### src/rtl/game_flow_controller.sv
// rtl/game_flow_controller.sv - game state sequencer and scrolling obstacle base X generator
module game_flow_controller #(
    parameter int          START_X      = 640,
    parameter int          GROUP_SPAN   = 600,
    parameter int          SCROLL_STEP  = 4,
    parameter int          DEATH_FRAMES = 30,
    parameter int          LEVEL_LOOPS  = 3,
    parameter logic [7:0]  START_KEY    = 8'h2C
) (
    input  logic        Clk,
    input  logic        Reset,
    input  logic        frame_tick,
    input  logic        hit,
    input  logic [7:0]  keycode,
    output logic [10:0] obstacle_x,
    output logic        screen,
    output logic        run_active,
    output logic        level_done,
    output logic [7:0]  attempt_cnt,
    output logic [3:0]  loop_cnt
);

    // At least 3 bits so the blink tap death_cnt[2] always exists.
    localparam int DW = ($clog2(DEATH_FRAMES) < 3) ? 3 : $clog2(DEATH_FRAMES);
    localparam logic [10:0]        X_START    = 11'(START_X);
    localparam logic signed [11:0] X_MIN      = 12'(-GROUP_SPAN);
    localparam logic signed [11:0] X_STEP     = 12'(SCROLL_STEP);
    localparam logic [DW-1:0]      DEATH_LAST = DW'(DEATH_FRAMES - 1);
    localparam logic [3:0]         LOOPS      = 4'(LEVEL_LOOPS);

    typedef enum logic [1:0] {TITLE, PLAY, DYING, DONE} state_t;

    state_t                state;
    logic [7:0]            prev_key;
    logic [DW-1:0]         death_cnt;
    logic                  start_edge;
    logic signed [11:0]    x_ext;
    logic signed [11:0]    x_dec;
    logic                  wrap;
    logic [7:0]            attempt_inc;
    logic [3:0]            loop_inc;
    logic [DW-1:0]         death_dec;

    assign start_edge  = (keycode == START_KEY) && (prev_key != START_KEY);
    assign x_ext       = signed'({obstacle_x[10], obstacle_x});
    assign x_dec       = x_ext - X_STEP;
    assign wrap        = (x_dec < X_MIN);
    assign attempt_inc = (attempt_cnt == 8'hFF) ? attempt_cnt : attempt_cnt + 8'd1;
    assign loop_inc    = loop_cnt + 4'd1;
    assign death_dec   = death_cnt - DW'(1);

    always_ff @(posedge Clk or posedge Reset) begin
        if (Reset) begin
            state       <= TITLE;
            prev_key    <= 8'd0;
            death_cnt   <= '0;
            obstacle_x  <= X_START;
            screen      <= 1'b0;
            run_active  <= 1'b0;
            level_done  <= 1'b0;
            attempt_cnt <= 8'd0;
            loop_cnt    <= 4'd0;
        end else begin
            prev_key <= keycode;
            case (state)
                TITLE: begin
                    if (start_edge) begin
                        state       <= PLAY;
                        obstacle_x  <= X_START;
                        loop_cnt    <= 4'd0;
                        attempt_cnt <= attempt_inc;
                        screen      <= 1'b1;
                        run_active  <= 1'b1;
                    end
                end
                PLAY: begin
                    if (frame_tick) begin
                        // A hit takes priority over a wrap on the same frame.
                        if (hit) begin
                            state      <= DYING;
                            death_cnt  <= DEATH_LAST;
                            screen     <= ~DEATH_LAST[2];
                            run_active <= 1'b0;
                        end else if (wrap) begin
                            obstacle_x <= X_START;
                            loop_cnt   <= loop_inc;
                            if (loop_inc == LOOPS) begin
                                state      <= DONE;
                                run_active <= 1'b0;
                                level_done <= 1'b1;
                            end
                        end else begin
                            obstacle_x <= x_dec[10:0];
                        end
                    end
                end
                DYING: begin
                    if (frame_tick) begin
                        if (death_cnt == '0) begin
                            state       <= PLAY;
                            obstacle_x  <= X_START;
                            loop_cnt    <= 4'd0;
                            attempt_cnt <= attempt_inc;
                            screen      <= 1'b1;
                            run_active  <= 1'b1;
                        end else begin
                            death_cnt <= death_dec;
                            screen    <= ~death_dec[2];
                        end
                    end
                end
                DONE: begin
                    if (start_edge) begin
                        state      <= TITLE;
                        obstacle_x <= X_START;
                        screen     <= 1'b0;
                        level_done <= 1'b0;
                    end
                end
                default: begin
                    state      <= TITLE;
                    obstacle_x <= X_START;
                    screen     <= 1'b0;
                    run_active <= 1'b0;
                    level_done <= 1'b0;
                end
            endcase
        end
    end

endmodule

### config.mk
export PLATFORM = sky130hd
export DESIGN_NAME = game_flow_controller
export DESIGN_NICKNAME = d
export VERILOG_FILES = /design/src/rtl/game_flow_controller.sv
export SDC_FILE = /design/constraint.sdc
export NUM_CORES = 1
export LEC_CHECK = 0
export BUFFER_PORTS_ARGS = -buffer_cell sky130_fd_sc_hd__buf_2
export CAP_MARGIN = 10
export CORE_MARGIN = 1
export CORE_UTILIZATION = 45
export DETAILED_ROUTE_END_ITERATION = 16
export PLACE_DENSITY = 0.66
export SYNTH_ARGS = -nofsm -noshare
export SYNTH_HDL_FRONTEND = slang
export SYNTH_SLANG_ARGS = --single-unit
### constraint.sdc
create_clock -name Clk -period 2.9 [get_ports Clk]
set_input_delay 0.145 -clock Clk [delete_from_list [all_inputs] [get_ports Clk]]
set_output_delay 0.145 -clock Clk [all_outputs]
set_load 0.005 [all_outputs]
Word-level counts from Yosys, hierarchy flattened
Index checks and enable logic that the tools add are counted.
{"block": "classes", "n_eq_ne": 20, "n_mux": 52, "mul": 0, "shift": 0, "n_bitwise": 1, "n_lt_le_gt_ge": 1, "n_addsub": 4, "div_mod_pow": 0, "reduce_logical": 16}
{"cell": "$mux W11", "n": 6}
{"cell": "$pmux W11 S3", "n": 1}
{"cell": "$mux W8", "n": 4}
{"cell": "$mux W4", "n": 6}
{"cell": "$reduce_and A7 Y1", "n": 3}
{"cell": "$mux W5", "n": 4}
{"cell": "$ne A2 B2 Y1 const B", "n": 10}
{"cell": "$mux W1", "n": 16}
{"cell": "$mux W2", "n": 8}
{"cell": "$pmux W8 S2", "n": 1}
{"cell": "$reduce_and A5 Y1", "n": 3}
{"cell": "$lt A12 B11 Y1 const B", "n": 1}
{"cell": "$pmux W4 S3", "n": 1}
{"cell": "$sub A11 B4 Y12 const B", "n": 1}
{"cell": "$pmux W5 S2", "n": 1}
{"cell": "$add A8 B1 Y8 const B", "n": 1}
{"cell": "$eq A8 B6 Y1 const B", "n": 1}
{"cell": "$eq A8 B8 Y1 const B", "n": 1}
{"cell": "$ne A8 B6 Y1 const B", "n": 1}
{"cell": "$pmux W2 S4", "n": 1}
{"cell": "$ne A3 B3 Y1 const B", "n": 2}
{"cell": "$reduce_and A6 Y1", "n": 1}
{"cell": "$reduce_bool A2 Y1", "n": 3}
{"cell": "$logic_not A5 Y1", "n": 1}
{"cell": "other kinds (15)", "n": 16}
{"block": "totals", "word_cells": 103, "regBits": 41, "memories": 0, "romBits": 0, "ramBits": 0, "latch_bits": 0}

Longest topological paths before layout
{"block": "logic_depth", "ltp_word": 7, "depth_mapped": 9, "ltp_nobuf": 8}

Least setup slack after synthesis
No wires, ideal clock.
{"block": "synth_timing", "kind": "register to register", "from": "reg obstacle_x[2]", "to": "reg obstacle_x[3]", "setup_ns": 0.077, "arrival_ns": 2.199, "path_stages_with_launch": 9, "path_buffers": 0, "path_slack_ns": 0.624, "required_ns": 2.823, "path_cell_list": "dfrtp_1 > inv_1 > ha_1 > nand2_1 > o32ai_1 > a221oi_1 > a21boi_4 > or4_1 > o21ai_1"}
{"block": "synth_via", "elab_chain_len": 6}
{"element": "start: declaration", "line": "15", "rtl": "output logic [10:0] obstacle_x,"}
{"element": "start signal: assignment", "line": "93", "rtl": "obstacle_x <= x_dec[10:0];"}
{"element": "$sub A11 B4 Y12 (*)", "line": "46", "rtl": "assign x_dec = x_ext - X_STEP;"}
{"element": "$lt A12 B11 Y1", "line": "47", "rtl": "assign wrap = (x_dec < X_MIN);"}
{"element": "$mux W11 (*)", "line": "84", "rtl": "end else if (wrap) begin"}
{"element": "$mux W11 (*)", "line": "79", "rtl": "if (hit) begin"}
{"element": "$mux W11 (*)", "line": "77", "rtl": "if (frame_tick) begin"}
{"element": "$pmux W11 S3 (*)", "line": "65", "rtl": "case (state)"}
Every way passes the cells marked *; elsewhere a longest branch is shown, timed or not. The select of a mux whose other input is x is not followed.
A chain may end at the register's enable or synchronous reset.

Worst setup path after layout
{"block": "layout_timing", "from": "in keycode[1]", "to": "reg obstacle_x[10]"}
{"block": "layout_via", "elab_chain_len": 4}
{"element": "start: declaration", "line": "14", "rtl": "input logic [7:0] keycode,"}
{"element": "$eq A8 B6 Y1", "line": "44", "rtl": "assign start_edge = (keycode == START_KEY) && (prev_key != START_KEY);"}
{"element": "$logic_and A1 B1 Y1", "line": "44"}
{"element": "$ne A2 B1 Y1 (no source line)"}
{"element": "$reduce_and A5 Y1 (no source line)"}
Every way passes these cells.

==> impl_metrics.tcl <==
set metrics [dict create \
    yosysUniqueCellTypes 61 \
    dr.pass1.iters 4 \
    hold_path_class "input port to flop" \
    synth.top_cell.area_share_pct 38.2 \
    synth_ff_type "dfrtp_1" \
    num_vias 2065 \
    cts_tree "done" \
    clock-sinks 39 \
    grt.total_usage_pct 21.9 \
    die_h_um 75.4 \
    grt.overflow.total 0 \
    clk_pin_slew_worst_paths_ns 0.08 \
    antenna_found_initial 0 \
    die_w_um 75.4 \
    worst_setup_path_end_kind "flop" \
    clock_path_buffers 2 \
    yosysSeqAreaShare_pct 40.4 \
    grt_max_degree 24 \
    synth_top_area_cell "dfrtp_1" \
    diodes 0 \
    ant_nets 0 \
    crit_buf_inv 2 \
    slew_violations 0 \
    crit_chain "dlygate4sd3_1, buf_2, or4b_4, a211oi_4, o211ai_2, or3_4, nor3_4, a22o_1" \
    setup_viol 0 \
    cts_resized 0 \
    place_hpwl_um 3830 \
    ios 38 \
    placementRows 26 \
    power_uw 2900 \
    final_core_util_pct 55.6 \
    clk_latency_ns 0.31 \
    ys_ff_latch 39 \
    ys_async_sr_fraction_pct 100 \
    power_leakage_uw 0.00122 \
    critPathTopFamily "simple AND/OR/NAND/NOR gates" \
    crit_type "input port to flop" \
    drc_errors 0 \
    ctsHtreeMaxLevel 2 \
    r2r_end "obstacle_x[3]" \
    avgSynthCellArea_um2 9.49 \
    root_buffer "clkbuf_8" \
    core_region_area_mm2 0.00514 \
    ir_worst_vdd_mv 0.604 \
    reg2reg_slack_ns 0.42 \
    cts_setup_buffers 0 \
    syn_area_mm2 0.00242 \
    ys_top_cells_by_area "dfrtp_1, ha_1, nand2_1, xnor2_1, inv_1" \
    crit_fanout 7 \
    holdPathStages 3 \
    initial_core_util_pct 47.1 \
    grt_pass1_wl_um 9180 \
    register_area_um2 978 \
    start_kind "input port" \
    holdPathEnd "state[1]" \
    multi_input_area_mm2 0.00132 \
    yosysWarnings 0 \
    cp.depth 8 \
    grt_setup_unrepaired "no" \
    numCtsBuffers 5 \
    drt_wl_total_um 5470 \
    slew_headroom_pct 55.0 \
    rr_startpoint "obstacle_x[2]" \
    synth_edf_count 0 \
    detailedPlace.worstSlack_ns 0.455 \
    port_buffers 35 \
    hold_viol_final 0 \
    setup_tns_ns 0 \
    finClkSkew_ns 0.00525 \
    drv_cap 0 \
    finalInstanceArea_mm2 0.00286 \
    critPathArrivalTime_ns 2.80 \
    cp_data_required_time_ns 3.15 \
    dieArea_mm2 0.00568 \
    holdCritStartpoint "hit" \
    grt_pass1_vias 1911 \
    final.setup.worst_slack_ns 0.344 \
    synth_cells 255 \
    worst_pin_slew_ns 0.669 \
    run_status "finished, final reports clean" \
    slowest_stage "or4b_4" \
    drt_iter0_drc 199 \
    dpl-instance-area_mm2 0.00265 \
    nNetsFinal 320 \
    wl_per_cell_um 14.8 \
    crit_path_max_incr_delay_ns 0.54 \
    syn_to_final_growth_pct 18.1 \
    gp_congestion 0.906 \
    reg2reg_depth 8 \
    fmaxAchievable_mhz 391 \
    viasPerCell 5.60 \
    min_period_ns 2.56 \
    fin_crit_sh_pct 88.1 \
    powerDensity_mw_per_mm2 1010 \
    drive_gt1_share_pct 19.7 \
    fillers 514 \
]
cells in the mapped netlist, types with 2 or more instances:
master / number
nor3_1: 8
or3_1: 3
nand2_1: 28
nand2b_1: 2
a31oi_1: 2
nor2b_1: 2
inv_1: 18
a22o_1: 5
o22ai_1: 2
clkbuf_1: 7
ha_1: 10
o221ai_1: 2
dfstp_2: 2
mux2i_1: 2
xor2_1: 2
a21oi_1: 5
o211ai_1: 7
nand3_1: 6
or4_1: 4
o21ai_0: 9
buf_2: 3
xnor2_1: 8
nor4_1: 8
dfrtp_1: 37
buf_4: 2
a2111o_1: 2
a221oi_1: 2
mux2_1: 2
nor2_1: 18
o31ai_1: 5
a311oi_1: 3
o21ai_1: 7
nand4_1: 4
final cells by class:
class / instances / share of cell area (%)
timing repair buffer: 47 / 10.1
clock buffer: 5 / 2.41
inverter: 18 / 2.36
sequential: 39 / 34.2
multi-input combinational: 187 / 46.2
clock inverter: 3 / 1.66
tap: 70 / 3.06
cells in the final DEF, fill, tap and decap left out, types with 3 or more instances in the layout:
master and n:
inv_1 18, xnor2_1 8, clkbuf_8 5, or4_1 4, ha_1 10, nor3_1 8, a311oi_1 3, nor4_1 8
nand4_1 4, nor2_1 18, o21ai_1 7, o21ai_0 9, buf_2 35, a21oi_1 5, dlygate4sd3_1 9, nand2_1 28
dfrtp_1 37, or3_1 3, o211ai_1 7, a22o_1 5, nand3_1 6, o31ai_1 5, buf_4 3
metrics by stage:
step / hold slack (ns) / cells
floorplan: 0.176 / 256
global placement: 0.253 / 352
detailed placement: 0.260 / 352
CTS: 0.222 / 369
global route: 0.253 / 369
finish: 0.225 / 369
cell families after synthesis:
logic type | after synthesis | share of synthesized area (%)
multiplexers | 4 | 1.76
AND/OR/NAND/NOR | 94 | 21.2
adder cells (fa/ha/maj) | 10 | 5.17
flip-flops | 39 | 40.4
buffers and inverters | 30 | 5.12
XOR/XNOR | 10 | 3.62
AO/OA/AOI/OAI | 67 | 22.6
other | 1 | 0.155
what timing repair did:
action / CTS / global route
hold buffers: 9 / 0
setup endpoints to repair: 0 / 0
hold endpoints to repair: 23 / 0
worst register-to-register path: stages, from the launching register on:
cell	delay, ns
dfrtp_1	0.42
inv_1	0.08
ha_1	0.32
nand2_1	0.08
o32ai_1	0.08
a221oi_1	0.61
a21boi_4	0.21
or4_1	0.53
o21ai_1	0.09
where the power goes:
| group | internal (uW) | switching (uW) | total [uW] |
|---|---|---|---|
| sequential | 721 | 235 | 956 |
| combinational | 616 | 845 | 1460 |
| clock | 261 | 219 | 480 |
worst max-delay path by stage:
stage                       start              to  slack (ns)
floorplan           obstacle_x[2]   obstacle_x[3]        0.62
finish                 keycode[1]  obstacle_x[10]        0.34
CTS                    keycode[1]  obstacle_x[10]        0.36
global route           keycode[1]   obstacle_x[7]        0.20
detailed placement  obstacle_x[2]   obstacle_x[3]        0.45
global placement    obstacle_x[2]   obstacle_x[3]        0.52
routing by layer:
layer | share of wire, % | vias to the layer above | track usage, %
li1 | - | 1033 | -
met1 | 48 | 969 | 32.5
met2 | 46 | 58 | 32.0
met3 | 4.8 | 5 | 3.97
met4 | 1.4 | 0 | 7.61
met5 | 0 | - | 0
flip-flops by register name (all words and copies together) (netlist names):
name / flops
run_active: 1
level_done: 1
obstacle_x: 9
screen: 1
loop_cnt: 4
prev_key: 8
attempt_cnt: 8
state: 2
death_cnt: 5
Note: power is estimated with default switching activity, not from simulation.
